$ cat src/rtl/netlist_eval_sched.sv
// Two-requester scheduler for a shared combinational netlist. It grants one
// requester, drives the operands into the datapath, waits SETTLE_CYC cycles
// for the netlist to settle, then samples dp_out and presents the result.
module netlist_eval_sched #(
  parameter int SETTLE_CYC = 3,
  parameter int CNT_W      = 8
) (
  input  logic             iccad_clk,
  input  logic             iccad_rst,
  input  logic             req0_valid,
  input  logic             req0_a,
  input  logic             req0_b,
  output logic             req0_ready,
  input  logic             req1_valid,
  input  logic             req1_a,
  input  logic             req1_b,
  output logic             req1_ready,
  output logic             dp_inp1,
  output logic             dp_inp2,
  input  logic             dp_out,
  output logic             rsp_valid,
  output logic             rsp_id,
  output logic             rsp_data,
  input  logic             rsp_ready,
  output logic             busy,
  output logic [CNT_W-1:0] eval_count
);

  typedef enum logic [1:0] {IDLE, SETTLE, RESP} state_t;

  state_t     state, state_nxt;
  logic       ptr;      // 1: req1 preferred when both are valid
  logic [3:0] cnt;      // remaining settle cycles before sampling
  logic       gnt0, gnt1, hs, rsp_hs;

  assign req0_ready = gnt0;
  assign req1_ready = gnt1;
  assign rsp_valid  = (state == RESP);
  assign busy       = (state != IDLE);
  assign hs         = gnt0 | gnt1;
  assign rsp_hs     = rsp_valid & rsp_ready;

  // Grant decode and next-state logic; grants only exist in IDLE.
  always_comb begin
    state_nxt = state;
    gnt0      = 1'b0;
    gnt1      = 1'b0;
    case (state)
      IDLE: begin
        gnt0 = req0_valid & (~req1_valid | ~ptr);
        gnt1 = req1_valid & (~req0_valid |  ptr);
        if (gnt0 | gnt1) state_nxt = SETTLE;
      end
      SETTLE: if (cnt == 4'd0) state_nxt = RESP;
      RESP:   if (rsp_ready)   state_nxt = IDLE;
      default: state_nxt = IDLE;
    endcase
  end

  // State register.
  always_ff @(posedge iccad_clk or posedge iccad_rst) begin
    if (iccad_rst) state <= IDLE;
    else           state <= state_nxt;
  end

  // Operand capture at grant, settle countdown and result sampling.
  always_ff @(posedge iccad_clk or posedge iccad_rst) begin
    if (iccad_rst) begin
      dp_inp1  <= 1'b0;
      dp_inp2  <= 1'b0;
      rsp_id   <= 1'b0;
      rsp_data <= 1'b0;
      cnt      <= 4'd0;
    end else if (hs) begin
      dp_inp1 <= gnt1 ? req1_a : req0_a;
      dp_inp2 <= gnt1 ? req1_b : req0_b;
      rsp_id  <= gnt1;
      cnt     <= 4'(SETTLE_CYC - 1);
    end else if (state == SETTLE) begin
      if (cnt != 4'd0) cnt      <= cnt - 4'd1;
      else             rsp_data <= dp_out;
    end
  end

  // Fairness pointer and completion counter advance on result acceptance.
  always_ff @(posedge iccad_clk or posedge iccad_rst) begin
    if (iccad_rst) begin
      ptr        <= 1'b0;
      eval_count <= '0;
    end else if (rsp_hs) begin
      ptr        <= ~rsp_id;
      eval_count <= eval_count + CNT_W'(1);
    end
  end

endmodule
$ cat config.mk
export PLATFORM = sky130hd
export DESIGN_NAME = netlist_eval_sched
export DESIGN_NICKNAME = d
export VERILOG_FILES = /design/src/rtl/netlist_eval_sched.sv
export SDC_FILE = /design/constraint.sdc
export NUM_CORES = 1
export LEC_CHECK = 0
export BUFFER_PORTS_ARGS = -buffer_cell sky130_fd_sc_hd__clkbuf_2
export CAP_MARGIN = 40
export CORE_MARGIN = 2
export CORE_UTILIZATION = 30
export CTS_CLUSTER_SIZE = 24
export DETAILED_ROUTE_END_ITERATION = 16
export PLACE_DENSITY = 0.62
export SETUP_SLACK_MARGIN = 0.1
export SLEW_MARGIN = 25
export SYNTH_ARGS = -nofsm -noshare
export SYNTH_HDL_FRONTEND = slang
export SYNTH_SLANG_ARGS = --single-unit
$ cat constraint.sdc
create_clock -name iccad_clk -period 1.6 [get_ports iccad_clk]
set_clock_uncertainty 0.15 [all_clocks]
set_input_delay 0.08 -clock iccad_clk [delete_from_list [all_inputs] [get_ports iccad_clk]]
set_output_delay 0.08 -clock iccad_clk [all_outputs]
set_load 0.05 [all_outputs]
==> results of run 1 <==
## metal layers
metal | GRT usage [%] | vias up | wire length, um
met5 | 0 | - | 0
met1 | 16.2 | 390 | 980
li1 | - | 411 | -
met3 | 1.49 | 2 | 76
met4 | 5.28 | 0 | 25
met2 | 21.4 | 22 | 1080
## worst register-to-register path, delay by kind of cell, from the launching register on
kind          cells  cell delay (ns)
simple gates      2             0.50
buf+inv           1             0.09
fa+ha+maj         1             0.13
mux               1             0.18
flops             1             0.41
## metrics by stage
stage	hold WS, ns	util [%]	std cells	setup slack (ns)
final	0.0413	47.6	181	0.0734
after global routing	0.0474	47.6	181	0.0104
after CTS	0.0173	46.1	179	0.0506
after detailed placement	-0.0531	38.3	161	-0.00844
after global placement	-0.0604	38.3	161	0.0829
after floorplan	-0.119	-	90	0.112
## cells in the final DEF (no fill, tap or decap), drive strengths merged, types with 2 or more instances in the layout
master       Yosys  routed
clkbuf           0      27
dfrtp           19      19
buf              0      11
dlygate4sd3      0       9
nand2            9       9
o21ai            8       8
inv              8       8
nand4            5       5
xnor2            5       5
nor2             4       4
nand2b           3       3
nand3            3       3
nor3             3       3
ha               3       3
and3             2       2
o311ai           2       2
mux2i            2       2
xor2             2       2
a21oi            2       2
## state kept, by name, summed over array words and instances (netlist names)
register	cells
dp_inp2	1
rsp_data	1
cnt	4
eval_count	8
state	2
rsp_id	1
dp_inp1	1
ptr	1
## path summary, 6_finish.rpt
path                               start            end  cells after the start
max                               cnt[1]         cnt[2]                      5
min                           req0_valid         rsp_id                      3
max reg2reg                       cnt[1]         cnt[2]                      5
min in group asynchronous      iccad_rst  eval_count[4]                      4
max in group asynchronous      iccad_rst  eval_count[0]                      4
min reg2reg                eval_count[7]  eval_count[7]                      1
## synth_stat cells, drive strengths merged
library cell | count | area, sq um
nor4 | 1 | 21.3
and3b | 1 | 8.76
nand3b | 1 | 20.0
and3 | 2 | 17.5
nand2b | 3 | 18.8
inv | 8 | 30.0
o311ai | 2 | 17.5
xor2 | 2 | 17.5
dfrtp | 19 | 475
mux2 | 1 | 11.3
xnor2 | 5 | 43.8
a21oi | 2 | 10.0
mux2i | 2 | 20.0
o211ai | 1 | 7.51
and2b | 1 | 7.51
nand4 | 5 | 31.3
nand4b | 1 | 8.76
o21a | 1 | 7.51
o21ai | 8 | 40.0
nand2 | 9 | 33.8
ha | 3 | 37.5
or3b | 1 | 8.76
nor3b | 1 | 7.51
nor2 | 4 | 17.5
nand3 | 3 | 15.0
nor3 | 3 | 20.0
## layout make-up
| type | count | area, sq um |
|---|---|---|
| Fill cell | 284 | 1590 |
| Multi-Input combinational cell | 63 | 512 |
| Sequential cell | 19 | 480 |
| Timing Repair Buffer | 43 | 339 |
| Tap cell | 44 | 55.1 |
| Inverter | 8 | 30.0 |
| Clock buffer | 4 | 26.3 |
## logic make-up (layout without fill, tap and decap cells)
group / count (synthesis) / count (layout) / synth area share [%]
flip-flops: 19 / 19 / 49.8
multiplexers: 3 / 3 / 3.28
XOR/XNOR: 7 / 7 / 6.42
adder cells (fa/ha/maj): 3 / 3 / 3.93
AND/OR/NAND/NOR: 36 / 36 / 24.8
buffers and inverters: 8 / 55 / 3.15
AO/OA/AOI/OAI: 14 / 14 / 8.65
## report_power, final
group | leakage (uW) | switching [uW] | internal [uW] | total [uW]
sequential | 0.000234 | 174 | 651 | 824
clock | 0.0000150 | 140 | 96.7 | 237
combinational | 0.000451 | 906 | 649 | 1550
## repair_timing
item,4_1_cts,5_1_grt
hold buffers,8,1
hold endpoints to repair,24,1
endpoints found under the setup margin,9,12
gates resized for setup,18,11
setup buffers,6,1
pin swaps,4,7
==> results.toml, run 1 <==
[setup_path]
cp_slowest_cell = "dfrtp_1"
crit_arrival_ns = 1.60
cp_top_family = "simple AND/OR/NAND/NOR gates"
path_max_fanout = 4
crit_path_end_kind = "flop"
worstPathCellList = "inv_2 > ha_4 > or3b_4 > nand3_2 > mux2i_1"
r2r_setup_slack_ns = 0.07
cp.required_ns = 1.67
max_stage_delay_ns = 0.41
path_buf_inv = 1
critPathLaunchType = "flop"
crit_type = "reg2reg"

[clocking]
clk_pin_slew_ns = 0.11
clk_path_buf_depth = 2
cts_tree = "built"
htree_num_levels = 1
clk_latency_ns = 0.29
cts_buffers = 3
cts_sinks = 19
cts_root_buf = "clkbuf_4"

[die]
start_util_pct = 31.5
rows = 20
core_area_sq_um = 3030
die-area_sq_um = 3650
die_h_um = 60.4
dieWidth_um = 60.4
io_pins = 26

[logic_synthesis]
synthCells = 90
ys_ff_latch = 19
netlist_area_sq_um = 955
synth_seq_area_share_pct = 49.8
syn_nets = 103
syn_area_per_cell_sq_um = 10.6
yosysWarningCount = 0
synth_cell_type_count = 31

[layout]
antenna-diode-count = 0
nets = 151
area_delta_synth_final_pct = 51.1
layout-drive-gt1-share_pct = 43.8
fin_area_sq_um = 1440

[hold_path]
min_path_type = "in2reg"

[sta]
final-setup-viol-count = 0
hold_viol_final = 0
slew_headroom_pct = 81.0
clock.fmax_mhz = 655
tightest_slew_ns = 0.283
finalCritPeriodShare_pct = 95.4
tns_ns = 0
maxSlewViolCount = 0
min_period_ns = 1.53
rsz0062_at_grt = "yes"

[global_routing]
antenna_found_initial = 0
grt_pass1_wl_um = 3510
grt_overflow_total = 0
grt_max_degree = 20
grt_pass1_vias = 817
grt_usage_pct = 12.6

[placement]
portBuffers = 25
dpl.hpwl_um = 1460
gp_congestion = 0.793
place_area_sq_um = 1160

[routing]
antenna_left = 0
viasPerCell = 4.56
via_count = 825
first_pass_iters = 4
drt_iter0_drc = 21
post_drt_wl_per_cell_um = 11.9
finalWirelength_um = 2160
drc = 0

[power]
power_uw = 2620
vdd_drop_max_mv = 0.801
power.density_nw_per_um2 = 1810
p_leak_uw = 0.000700

[run_status]
outcome = "completed"

[run]
maxCapViolCount = 0
(Power assumes the default switching activity.)
==> run 2, diff against run 1 <==
--- a/config.mk
+++ b/config.mk
@@ -12,6 +12,7 @@
 export CTS_CLUSTER_SIZE = 24
 export DETAILED_ROUTE_END_ITERATION = 16
 export PLACE_DENSITY = 0.62
+export REMOVE_ABC_BUFFERS = 1
 export SETUP_SLACK_MARGIN = 0.1
 export SLEW_MARGIN = 25
 export SYNTH_ARGS = -nofsm -noshare
==> run 2 against run 1 <==
Net effect: die area stayed put; setup slack worse by 0.0067 ns; clock power hardly changed; hold slack worse by 0.0049 ns; global-route usage is 0.18 points higher; wire length is 1.2% lower; final area is 2.2% higher; total power is 4.7% higher; critical path depth is 2 lower; register-to-register slack hardly changed; non-clock buffer count is 4 higher; largest power group unchanged; highest routed layer unchanged.
==> results.toml, run 2 (synthesis results as in run 1) <==
[clocking]
cts_root_buf = "clkbuf_4"
clk_path_buf_depth = 2
cts_sinks = 19
cts_tree = "built"
cts_buffers = 3
clk_pin_slew_ns = 0.11
clk_latency_ns = 0.29
htree_num_levels = 1

[layout]
largest-register = "eval_count"
largest_reg_flops = 8
fill_cells = 280
final_cell_mix = "clkbuf_2, dfrtp_1, buf_4"
final_common_cell = "clkbuf_2"
layout-drive-gt1-share_pct = 45.4
antenna-diode-count = 0
reg.largest.list = "eval_count: 8 flops, cnt: 4 flops, state: 2 flops"
nets = 155
area_delta_synth_final_pct = 54.4

[sta]
min_period_ns = 1.53
tightest_slew_ns = 0.390
finalCritPeriodShare_pct = 95.8
clock.fmax_mhz = 652
final-setup-viol-count = 0
rsz0062_at_grt = "yes"
maxSlewViolCount = 0
hold_viol_final = 0
slew_headroom_pct = 73.9
tns_ns = 0

[setup_path]
r2r-end = "cnt[1]"
cp_slowest_cell = "dfrtp_2"
crit_type = "reg2out"
cp_top_family = "flip-flops"
critPathLaunchType = "flop"
max_stage_delay_ns = 0.46
crit_arrival_ns = 1.30
crit_path_end_kind = "output pin"
worstPathCellList = "nor2_4 > and3_4 > clkbuf_16"
reg2reg_from = "cnt[1]"
path_max_fanout = 5
rr_worst_depth = 5
r2r_setup_slack_ns = 0.07
cp.required_ns = 1.37
path_buf_inv = 1

[global_routing]
grt_overflow_total = 0
grt_pass1_wl_um = 3500
grt_max_degree = 12
antenna_found_initial = 0
grt_usage_pct = 12.8
grt_pass1_vias = 782

[die]
rows = 20
dieWidth_um = 60.4
die-area_sq_um = 3650
io_pins = 26
die_h_um = 60.4
start_util_pct = 31.5
core_area_sq_um = 3030

[hold_path]
holdPathEnd = "rsp_id"
hold_depth = 3
hp-start = "req0_valid"
min_path_type = "in2reg"

[routing]
finalWirelength_um = 2130
via_count = 845
viasPerCell = 4.57
drc = 0
first_pass_iters = 4
drt_iter0_drc = 24
antenna_left = 0
post_drt_wl_per_cell_um = 11.5

[power]
vdd_drop_max_mv = 0.716
power_uw = 2740
p_leak_uw = 0.000726
power.density_nw_per_um2 = 1860

[run]
maxCapViolCount = 0

[placement]
dpl.hpwl_um = 1510
portBuffers = 25
gp_congestion = 0.737

[run_status]
outcome = "completed"
==> run 2: worst register-to-register path, stage by stage, from the launching register on <==
cell and delay [ns]:
dfrtp_1 0.42, inv_2 0.09, ha_4 0.13, or3b_4 0.42, nand2_2 0.09, o211ai_1 0.10
==> run 2: worst max-delay path by stage <==
stage / cells after the start / startpoint / endpoint
finish: 3 / state[1] / req1_ready
global route: 3 / state[1] / req0_ready
CTS: 3 / state[0] / req0_ready
detailed placement: 5 / cnt[1] / rsp_data
global placement: 5 / cnt[1] / rsp_data
floorplan: 3 / state[1] / rsp_id
==> run 2: report_power, final <==
group | total (uW) | internal [uW] | switching, uW
combinational | 1680 | 732 | 953
sequential | 815 | 647 | 168
clock | 239 | 92.9 | 147
==> run 2: area by class of cell <==
cell class | instances | area [sq um] | share of cell area [%]
Sequential cell | 19 | 478 | 32.4
Inverter | 8 | 30.0 | 2.04
Clock buffer | 3 | 22.5 | 1.53
Tap cell | 44 | 55.1 | 3.74
Multi-Input combinational cell | 63 | 517 | 35.1
Timing Repair Buffer | 47 | 367 | 24.9
Clock inverter | 1 | 5.00 | 0.340
==> run 2: through the flow <==
step	instances	utilization [%]	instance area, sq um	hold WS, ns	setup slack [ns]
after floorplan	90	-	955	-0.119	0.0385
after global placement	163	38.5	1160	-0.121	0.0350
after detailed placement	163	38.5	1160	-0.106	-0.0844
after CTS	182	47.1	1430	0.00151	0.0409
after global routing	185	48.7	1470	0.0292	0.0170
final	185	48.7	1470	0.0364	0.0667
==> run 2: what timing repair did <==
item	CTS	global route
endpoints found under the hold margin	26	0
pin swaps	2	8
setup endpoints to repair	10	11
setup buffers	7	3
resized for setup	22	10
hold buffers	8	0
==> run 2: layer usage <==
| metal | share of wire (%) | vias up | wire length [um] | global-route usage (%) |
|---|---|---|---|---|
| li1 | - | 424 | - | - |
| met1 | 47 | 393 | 1010 | 16.5 |
| met2 | 47 | 26 | 1000 | 21.4 |
| met3 | 4.5 | 2 | 96 | 3.62 |
| met4 | 1.3 | 0 | 27 | 2.80 |
| met5 | 0 | - | 0 | 0 |
